===== src/rtl/mux_nx1_reg_if.sv =====
// Handshake bundle for mux_nx1_reg: N valid/ready producer channels and one registered consumer.
// The slave modport is the selector; the master modport drives producers and the consumer.
interface mux_nx1_reg_if #(
   parameter int unsigned WIDTH = 64,
   parameter int unsigned N     = 4,
   parameter int unsigned SELW  = (N > 1) ? $clog2(N) : 1
) ();
   logic [WIDTH-1:0] in [N-1:0];
   logic [N-1:0]     in_valid;
   logic [N-1:0]     in_ready;
   logic [SELW-1:0]  sel;
   logic [WIDTH-1:0] out;
   logic             out_valid;
   logic             out_ready;
   logic [SELW-1:0]  out_sel;

   modport master (
      output in, in_valid, sel, out_ready,
      input  in_ready, out, out_valid, out_sel
   );

   modport slave (
      input  in, in_valid, sel, out_ready,
      output in_ready, out, out_valid, out_sel
   );
endinterface


===== src/rtl/mux_nx1_reg.sv =====
// Registered N:1 word selector with valid/ready on every channel and on the output.
// MODE 0 takes the channel index from sel; MODE 1 arbitrates round-robin from ptr.
module mux_nx1_reg #(
   parameter int unsigned WIDTH = 64,
   parameter int unsigned N     = 4,
   parameter int unsigned MODE  = 0,
   parameter int unsigned SELW  = (N > 1) ? $clog2(N) : 1
) (
   input logic          clk,
   input logic          reset_n,
   mux_nx1_reg_if.slave bus
);
   logic [WIDTH-1:0] out_q, out_d;
   logic [SELW-1:0]  out_sel_q, out_sel_d;
   logic             out_valid_q, out_valid_d;
   logic [SELW-1:0]  ptr_q, ptr_d;

   logic [SELW-1:0]  tgt_idx;
   logic             tgt_ok;
   logic             grant;
   logic             load;
   logic [WIDTH-1:0] grant_data;
   int unsigned      cand;

   assign load = !out_valid_q || bus.out_ready;

   // tgt_* names the one channel that may see ready; in MODE 0 that is independent of in_valid.
   always_comb begin
      tgt_idx = '0;
      tgt_ok  = 1'b0;
      cand    = 0;
      if (MODE == 0) begin
         if (N == 1) begin
            tgt_ok = 1'b1;
         end else if (32'(bus.sel) < N) begin
            tgt_idx = bus.sel;
            tgt_ok  = 1'b1;
         end
      end else begin
         for (int unsigned k = 0; k < N; k++) begin
            cand = 32'(ptr_q) + k;
            if (cand >= N) begin
               cand = cand - N;
            end
            if (!tgt_ok && bus.in_valid[cand]) begin
               tgt_ok  = 1'b1;
               tgt_idx = SELW'(cand);
            end
         end
      end
   end

   assign grant = tgt_ok && bus.in_valid[tgt_idx];

   always_comb begin
      grant_data = '0;
      for (int unsigned i = 0; i < N; i++) begin
         if (tgt_idx == SELW'(i)) begin
            grant_data = bus.in[i];
         end
      end
   end

   always_comb begin
      bus.in_ready = '0;
      for (int unsigned i = 0; i < N; i++) begin
         bus.in_ready[i] = reset_n && load && tgt_ok && (tgt_idx == SELW'(i));
      end
   end

   always_comb begin
      out_d       = out_q;
      out_sel_d   = out_sel_q;
      out_valid_d = out_valid_q;
      ptr_d       = ptr_q;
      if (load && grant) begin
         out_d       = grant_data;
         out_sel_d   = tgt_idx;
         out_valid_d = 1'b1;
         if (MODE != 0) begin
            ptr_d = (32'(tgt_idx) == N - 1) ? '0 : tgt_idx + 1'b1;
         end
      end else if (bus.out_ready) begin
         out_valid_d = 1'b0;
      end
   end

   always_ff @(posedge clk) begin
      if (!reset_n) begin
         out_q       <= '0;
         out_sel_q   <= '0;
         out_valid_q <= 1'b0;
         ptr_q       <= '0;
      end else begin
         out_q       <= out_d;
         out_sel_q   <= out_sel_d;
         out_valid_q <= out_valid_d;
         ptr_q       <= ptr_d;
      end
   end

   assign bus.out       = out_q;
   assign bus.out_sel   = out_sel_q;
   assign bus.out_valid = out_valid_q;
endmodule


===== src/flat_wrapper.sv =====
// flat-port wrapper written by rule: the top's interface ports become plain ports
module mux_nx1_reg_flat 
#(
   parameter int unsigned WIDTH = 64,
   parameter int unsigned N     = 4,
   parameter int unsigned MODE  = 0,
   parameter int unsigned SELW  = (N > 1) ? $clog2(N) : 1
)
  (clk, reset_n, bus_in, bus_in_valid, bus_sel, bus_out_ready, bus_in_ready, bus_out, bus_out_valid, bus_out_sel);
  mux_nx1_reg_if #(.WIDTH(WIDTH), .N(N), .SELW(SELW)) bus_i ();
  input logic clk;
  input logic reset_n;
  input wire logic [$bits(bus_i.in)-1:0] bus_in;
  input wire logic [$bits(bus_i.in_valid)-1:0] bus_in_valid;
  input wire logic [$bits(bus_i.sel)-1:0] bus_sel;
  input wire logic [$bits(bus_i.out_ready)-1:0] bus_out_ready;
  output wire logic [$bits(bus_i.in_ready)-1:0] bus_in_ready;
  output wire logic [$bits(bus_i.out)-1:0] bus_out;
  output wire logic [$bits(bus_i.out_valid)-1:0] bus_out_valid;
  output wire logic [$bits(bus_i.out_sel)-1:0] bus_out_sel;
  assign bus_i.in = {>>{bus_in}};
  assign bus_i.in_valid = bus_in_valid;
  assign bus_i.sel = bus_sel;
  assign bus_i.out_ready = bus_out_ready;
  assign bus_in_ready = bus_i.in_ready;
  assign bus_out = bus_i.out;
  assign bus_out_valid = bus_i.out_valid;
  assign bus_out_sel = bus_i.out_sel;
  mux_nx1_reg #(.WIDTH(WIDTH), .N(N), .MODE(MODE), .SELW(SELW)) u_core (.clk(clk), .reset_n(reset_n), .bus(bus_i));
endmodule

===== config.mk =====
export PLATFORM = sky130hd
export DESIGN_NAME = mux_nx1_reg_flat
export DESIGN_NICKNAME = d
export VERILOG_FILES = /design/src/rtl/mux_nx1_reg_if.sv /design/src/rtl/mux_nx1_reg.sv /design/src/flat_wrapper.sv
export SDC_FILE = /design/constraint.sdc
export NUM_CORES = 1
export LEC_CHECK = 0
export CAP_MARGIN = 0
export CORE_AREA = 2 2 129 131
export DETAILED_ROUTE_END_ITERATION = 8
export DIE_AREA = 0 0 131 133
export HOLD_SLACK_MARGIN = 0.1
export MAX_ROUTING_LAYER = met4
export PLACE_DENSITY = 0.71
export SLEW_MARGIN = 20
export SYNTH_ARGS = -nofsm -noshare
export SYNTH_HDL_FRONTEND = slang
export SYNTH_SLANG_ARGS = --single-unit

===== constraint.sdc =====
create_clock -name clk -period 3.3 [get_ports clk]
set_clock_uncertainty 0.15 [all_clocks]
set_input_delay 0.825 -clock clk [delete_from_list [all_inputs] [get_ports clk]]
set_output_delay 0.825 -clock clk [all_outputs]
set_load 0.02 [all_outputs]

==> Word level (Yosys, flattened, before mapping) <==
Index checks and enable logic that the tools add are counted.
{ "word_totals": {"regBits": 67, "output_inout_bits": 71, "word_cells": 25} }
{ "classes": {"n_lt_le_gt_ge": 1, "n_eq_ne": 3, "n_mux": 8, "n_reduce_logical": 10} }
{ "ops": {"columns": ["operator", "count"], "rows": [
  ["2-to-1 mux 64 bit", 4],
  ["logical AND 1 bit", 6],
  ["equality test 2 bit (second input constant)", 2],
  ["< comparator 2 x 3 -> 1 bit (second input constant)", 1],
  ["2-to-1 mux 1 bit", 3],
  ["binary-select mux 1 bit (select 2 bit)", 1],
  ["equality test 2 x 1 -> 1 bit (second input constant)", 1],
  ["zero test 2 bit", 1],
  ["nonzero test 2 bit", 1],
  ["zero test 1 bit", 1],
  ["logical OR 1 bit", 1]
]} }

==> Depth between registers and ports, before layout <==
Gate-level depths: netlist (run 1).
{ "depth": {"word_depth": 5, "depth_mapped": 7, "depth_no_buf": 4} }

==> Worst setup path before layout (run 1) <==
Ideal clock, no wire load.
{ "synth_path": {"path_kind": "input -> output", "from": "input bus_sel[1]", "to": "output bus_in_ready[0]", "arrival_ns": 1.837, "required_time_ns": 2.325, "path_slack_ns": 0.488, "cell_stages": 4, "n_path_buf": 3, "cell_sequence": "buf_4 > buf_2 > buf_2 > nor3_1"} }
{ "synth_between": {"elab_chain_cells": 2} }
{ "synth_lines": {"columns": ["element", "line_no", "source"], "rows": [
  ["start: declaration", "flat_wrapper.sv:15", "input wire logic [$bits(bus_i.sel)-1:0] bus_sel;"],
  ["zero test 2 bit", "mux_nx1_reg.sv:67", "bus.in_ready[i] = reset_n && load && tgt_ok && (tgt_idx == SELW'(i));"],
  ["logical AND 1 bit", "mux_nx1_reg.sv:67", null],
  ["end: declaration", "flat_wrapper.sv:17", "output wire logic [$bits(bus_i.in_ready)-1:0] bus_in_ready;"]
]} }
Every way passes these cells.

==> Worst setup path after layout (run 1) <==
{ "layout_path": {"from": "input bus_out_ready", "to": "output bus_in_ready[3]"} }
{ "layout_between": {"elab_chain_cells": 3} }
{ "layout_lines": {"columns": ["element", "line_no", "source"], "rows": [
  ["start: declaration", "flat_wrapper.sv:16", "input wire logic [$bits(bus_i.out_ready)-1:0] bus_out_ready;"],
  ["logical OR 1 bit", "mux_nx1_reg.sv:25", "assign load = !out_valid_q || bus.out_ready;"],
  ["logical AND 1 bit (2 in series)", "mux_nx1_reg.sv:67", null]
]} }
Every way passes these cells.

==> results by group, run 1 <==
Routing
  • WL met2: ~8400 um
  • DR pass1 iterations: 4
  • Number of DRC markers in iteration 0: 165
  • Via count: between 4,000 and 5,000
  • Mean routed wirelength per cell: 17.25 um
  • Met3 wire len: around 1500 um
  • DRC: 0
  • Met1 WL: a little under 6000 um
  • ANT nets after route: 0
  • DR top layer: met4
  • Drt via density: 4.971
  • Final wirelength: 16,040 um

CTS
  • CTS max path bufs: 2
  • Reg clk slew, reported paths: approximately 0.050 ns
  • H-tree depth: 3
  • Root buf cell: clkbuf_16
  • CTS Buf Count: 9
  • TritonCTS clock tree: done
  • Clk_lat worst skew: 0.32 ns
  • Clk sinks: 67

Setup path
  • Crit path max fanout: 3
  • Kind of start point of the critical path: primary input
  • Crit path from: bus_out_ready
  • Critical R2R Capture: u_core.bus.out[4]
  • RR Startpoint: u_core.bus.out_valid
  • WP data arrival: 2.27 ns
  • Top cell by count, worst path: clkdlybuf4s50_1
  • Delay-heaviest family, CP: buffers and inverters
  • CP max stage delay: 0.61 ns
  • Buf/Inv on CP: 2
  • Worst reg2reg path depth: 6
  • CP Class: primary input to output port
  • Cell count along the critical path: 5
  • Worst Path Required: 2.32 ns
  • Worst reg2reg setup slack: 1.53 ns
  • Slowest cell on the critical path: clkdlybuf4s50_1
  • Worst-path cell chain: clkdlybuf4s50_1 -> nand2b_1 -> nand3_1 -> nor2_1 -> clkdlybuf4s50_1
  • Worst setup endpoint: bus_in_ready[3]
  • Crit end category: output port

Placement
  • GP Congestion: roughly 0.84
  • Post-DP HPWL: ~13,000 um
  • Buffers on Ports: roughly 340

STA
  • Final setup viols: 0
  • Hold WS: slightly above 0.3 ns
  • Final worst path period share: between 90% and 100%
  • Max Freq: roughly 300 MHz
  • Slew margin rel.: around 61%
  • Slew of the pin with the lowest slew margin: a little under 0.6 ns
  • Crit path time final: ~3.2 ns
  • Post-Route Setup TNS: 0 ns
  • Final Hold Fails: 0
  • RSZ-0062 raised after global routing: false
  • Slew Viols, Final: 0

Final layout
  • Share of cells above drive strength 1: around 14%
  • FILL cells: 1,416
  • Most frequent cells in the layout: clkdlybuf4s50_1, dfxtp_1, nand3_1
  • Layout Nets: 971
  • Commonest non-fill, non-tap cell in the layout: clkdlybuf4s50_1
  • Final core occ: about half
  • N_diodes: 0
  • Area Growth Syn to Fin: 86.18%

Power
  • Worst vdd ir: around 0.25 mV
  • Pwr/cell area: 346.2 nW/um^2
  • Total power: 2807 uW
  • P_leak: between 0.002 and 0.003 uW

Synthesis
  • Yosys cell types: 27
  • Post-synthesis instance total: approximately 400
  • Syn Std Cell Area: between 4000 and 5000 um^2
  • Synth Warn #: 0
  • Mapped Nets: 663
  • Seq/Total Area, Yosys: between 30 and 40%
  • Avg Cell Area, Syn: approximately 11 um^2
  • Yosys reg bits: between 60 and 70

Floorplanning
  • Rows: 47
  • Num ports: 336
  • Initial core utilization: between 20% and 30%
  • Die height: between 100 and 150 um
  • Core area: between 15,000 and 20,000 um^2
  • DIE AREA: about 17,000 um^2
  • Die width: between 100 and 150 um

Outcome
  • Status: completed

Global routing
  • Total track usage: about 18%
  • Initial antenna violation count: 0
  • First-pass GRT wire length: between 20,000 and 25,000 um
  • Largest net degree at the start of global routing: between 60 and 70
  • GRT Residual Overflow: 0
  • Vias in the first global route: between 4,000 and 5,000

Run
  • Max Cap Viol: 0

Min path
  • Worst hold path class: flip-flop to flip-flop
-- metal layers --
metal | vias up | GRT usage [%]
met5 | - | -
met4 | 0 | 4.078
met3 | 16 | 5.055
met2 | 229 | 32.87
met1 | 2212 | 19.42
li1 | 2166 | -
-- synth_stat cells (all sizes together) --
library cell	instances	area (um^2)
dfxtp	67	1341
nand3	67	335.3
a21boi	65	488.0
o21ai	65	325.3
mux4	64	1441
buf	37	244.0
clkbuf	14	57.55
nor2	3	11.26
nor3	3	20.02
a21oi	2	10.01
inv	2	7.510
nor2b	2	12.51
and3	1	11.26
mux2	1	15.01
mux2i	1	10.01
nand2	1	3.750
nand2b	1	6.260
o21a	1	7.510
or3	1	6.260
-- stage by stage --
step	worst slack, ns	area [um^2]	std cells
finish	0.05693	8107	930
global route	0.01867	8107	930
CTS	0.03338	8099	930
detailed placement	0.05278	7804	915
global placement	0.05484	7804	915
floorplan	0.4878	4354	398
-- registers in the layout (all words and copies together) (netlist names) --
name and cells:
u_core.bus.out 64, u_core.bus.out_sel 2, u_core.bus.out_valid 1
-- worst register-to-register path, cell delays in order, from the launching register on --
cell,delay (ns)
dfxtp_1,0.32
nand2b_1,0.11
buf_4,0.13
and3_4,0.41
buf_12,0.26
o21ai_0,0.14
a21boi_0,0.17
-- power breakdown --
part           internal, uW  switching, uW
clock                   620            313
sequential              880           35.4
combinational           590            368
total                  2090            716
-- timing repair --
| item | in CTS | in global routing |
|---|---|---|
| endpoints found under the hold margin | 0 | 0 |
| setup endpoints to repair | 0 | 3 |
| hold buffers | 0 | 0 |
| buffers inserted | 0 | 0 |
| gates resized for setup | 0 | 3 |
-- logic make-up (layout without fill, tap and decap cells) --
kind of cell	Yosys count	count (layout)	synth area share, %
AO/OA/AOI/OAI	133	133	19.08
AND/OR/NAND/NOR	79	79	9.339
flip-flops	67	67	30.80
multiplexers	66	66	33.68
buffers and inverters	53	365	7.098
-- cell type report --
cell class | count | area [um^2] | area share, %
Clock buffer | 13 | 260.3 | 3.210
Clock inverter | 2 | 35.03 | 0.4322
Inverter | 2 | 7.507 | 0.09261
Multi-Input combinational cell | 278 | 2716 | 33.51
Sequential cell | 67 | 1341 | 16.55
Tap cell | 220 | 275.3 | 3.396
Timing Repair Buffer | 348 | 3471 | 42.82
-- worst min path at each step --
stage / startpoint / end / slack [ns] / cells past startpoint
final: u_core.bus.out[44] / u_core.bus.out[44] / 0.31 / 2
after floorplan: u_core.bus.out[10] / u_core.bus.out[10] / 0.39 / 2
after global routing: u_core.bus.out[32] / u_core.bus.out[32] / 0.33 / 2
after detailed placement: u_core.bus.out[37] / u_core.bus.out[37] / 0.31 / 2
after global placement: u_core.bus.out[18] / u_core.bus.out[18] / 0.30 / 2
after CTS: u_core.bus.out[32] / u_core.bus.out[32] / 0.31 / 2
(Power assumes the default switching activity.)
==> run 2, diff against run 1 <==
--- a/config.mk
+++ b/config.mk
@@ -9,6 +9,7 @@
 export CORE_AREA = 2 2 129 131
 export DETAILED_ROUTE_END_ITERATION = 8
 export DIE_AREA = 0 0 131 133
+export GPL_ROUTABILITY_DRIVEN = 0
 export HOLD_SLACK_MARGIN = 0.1
 export MAX_ROUTING_LAYER = met4
 export PLACE_DENSITY = 0.71
==> results of run 2 <==
The final DEF is identical to that of run 1; final timing and power are the same.
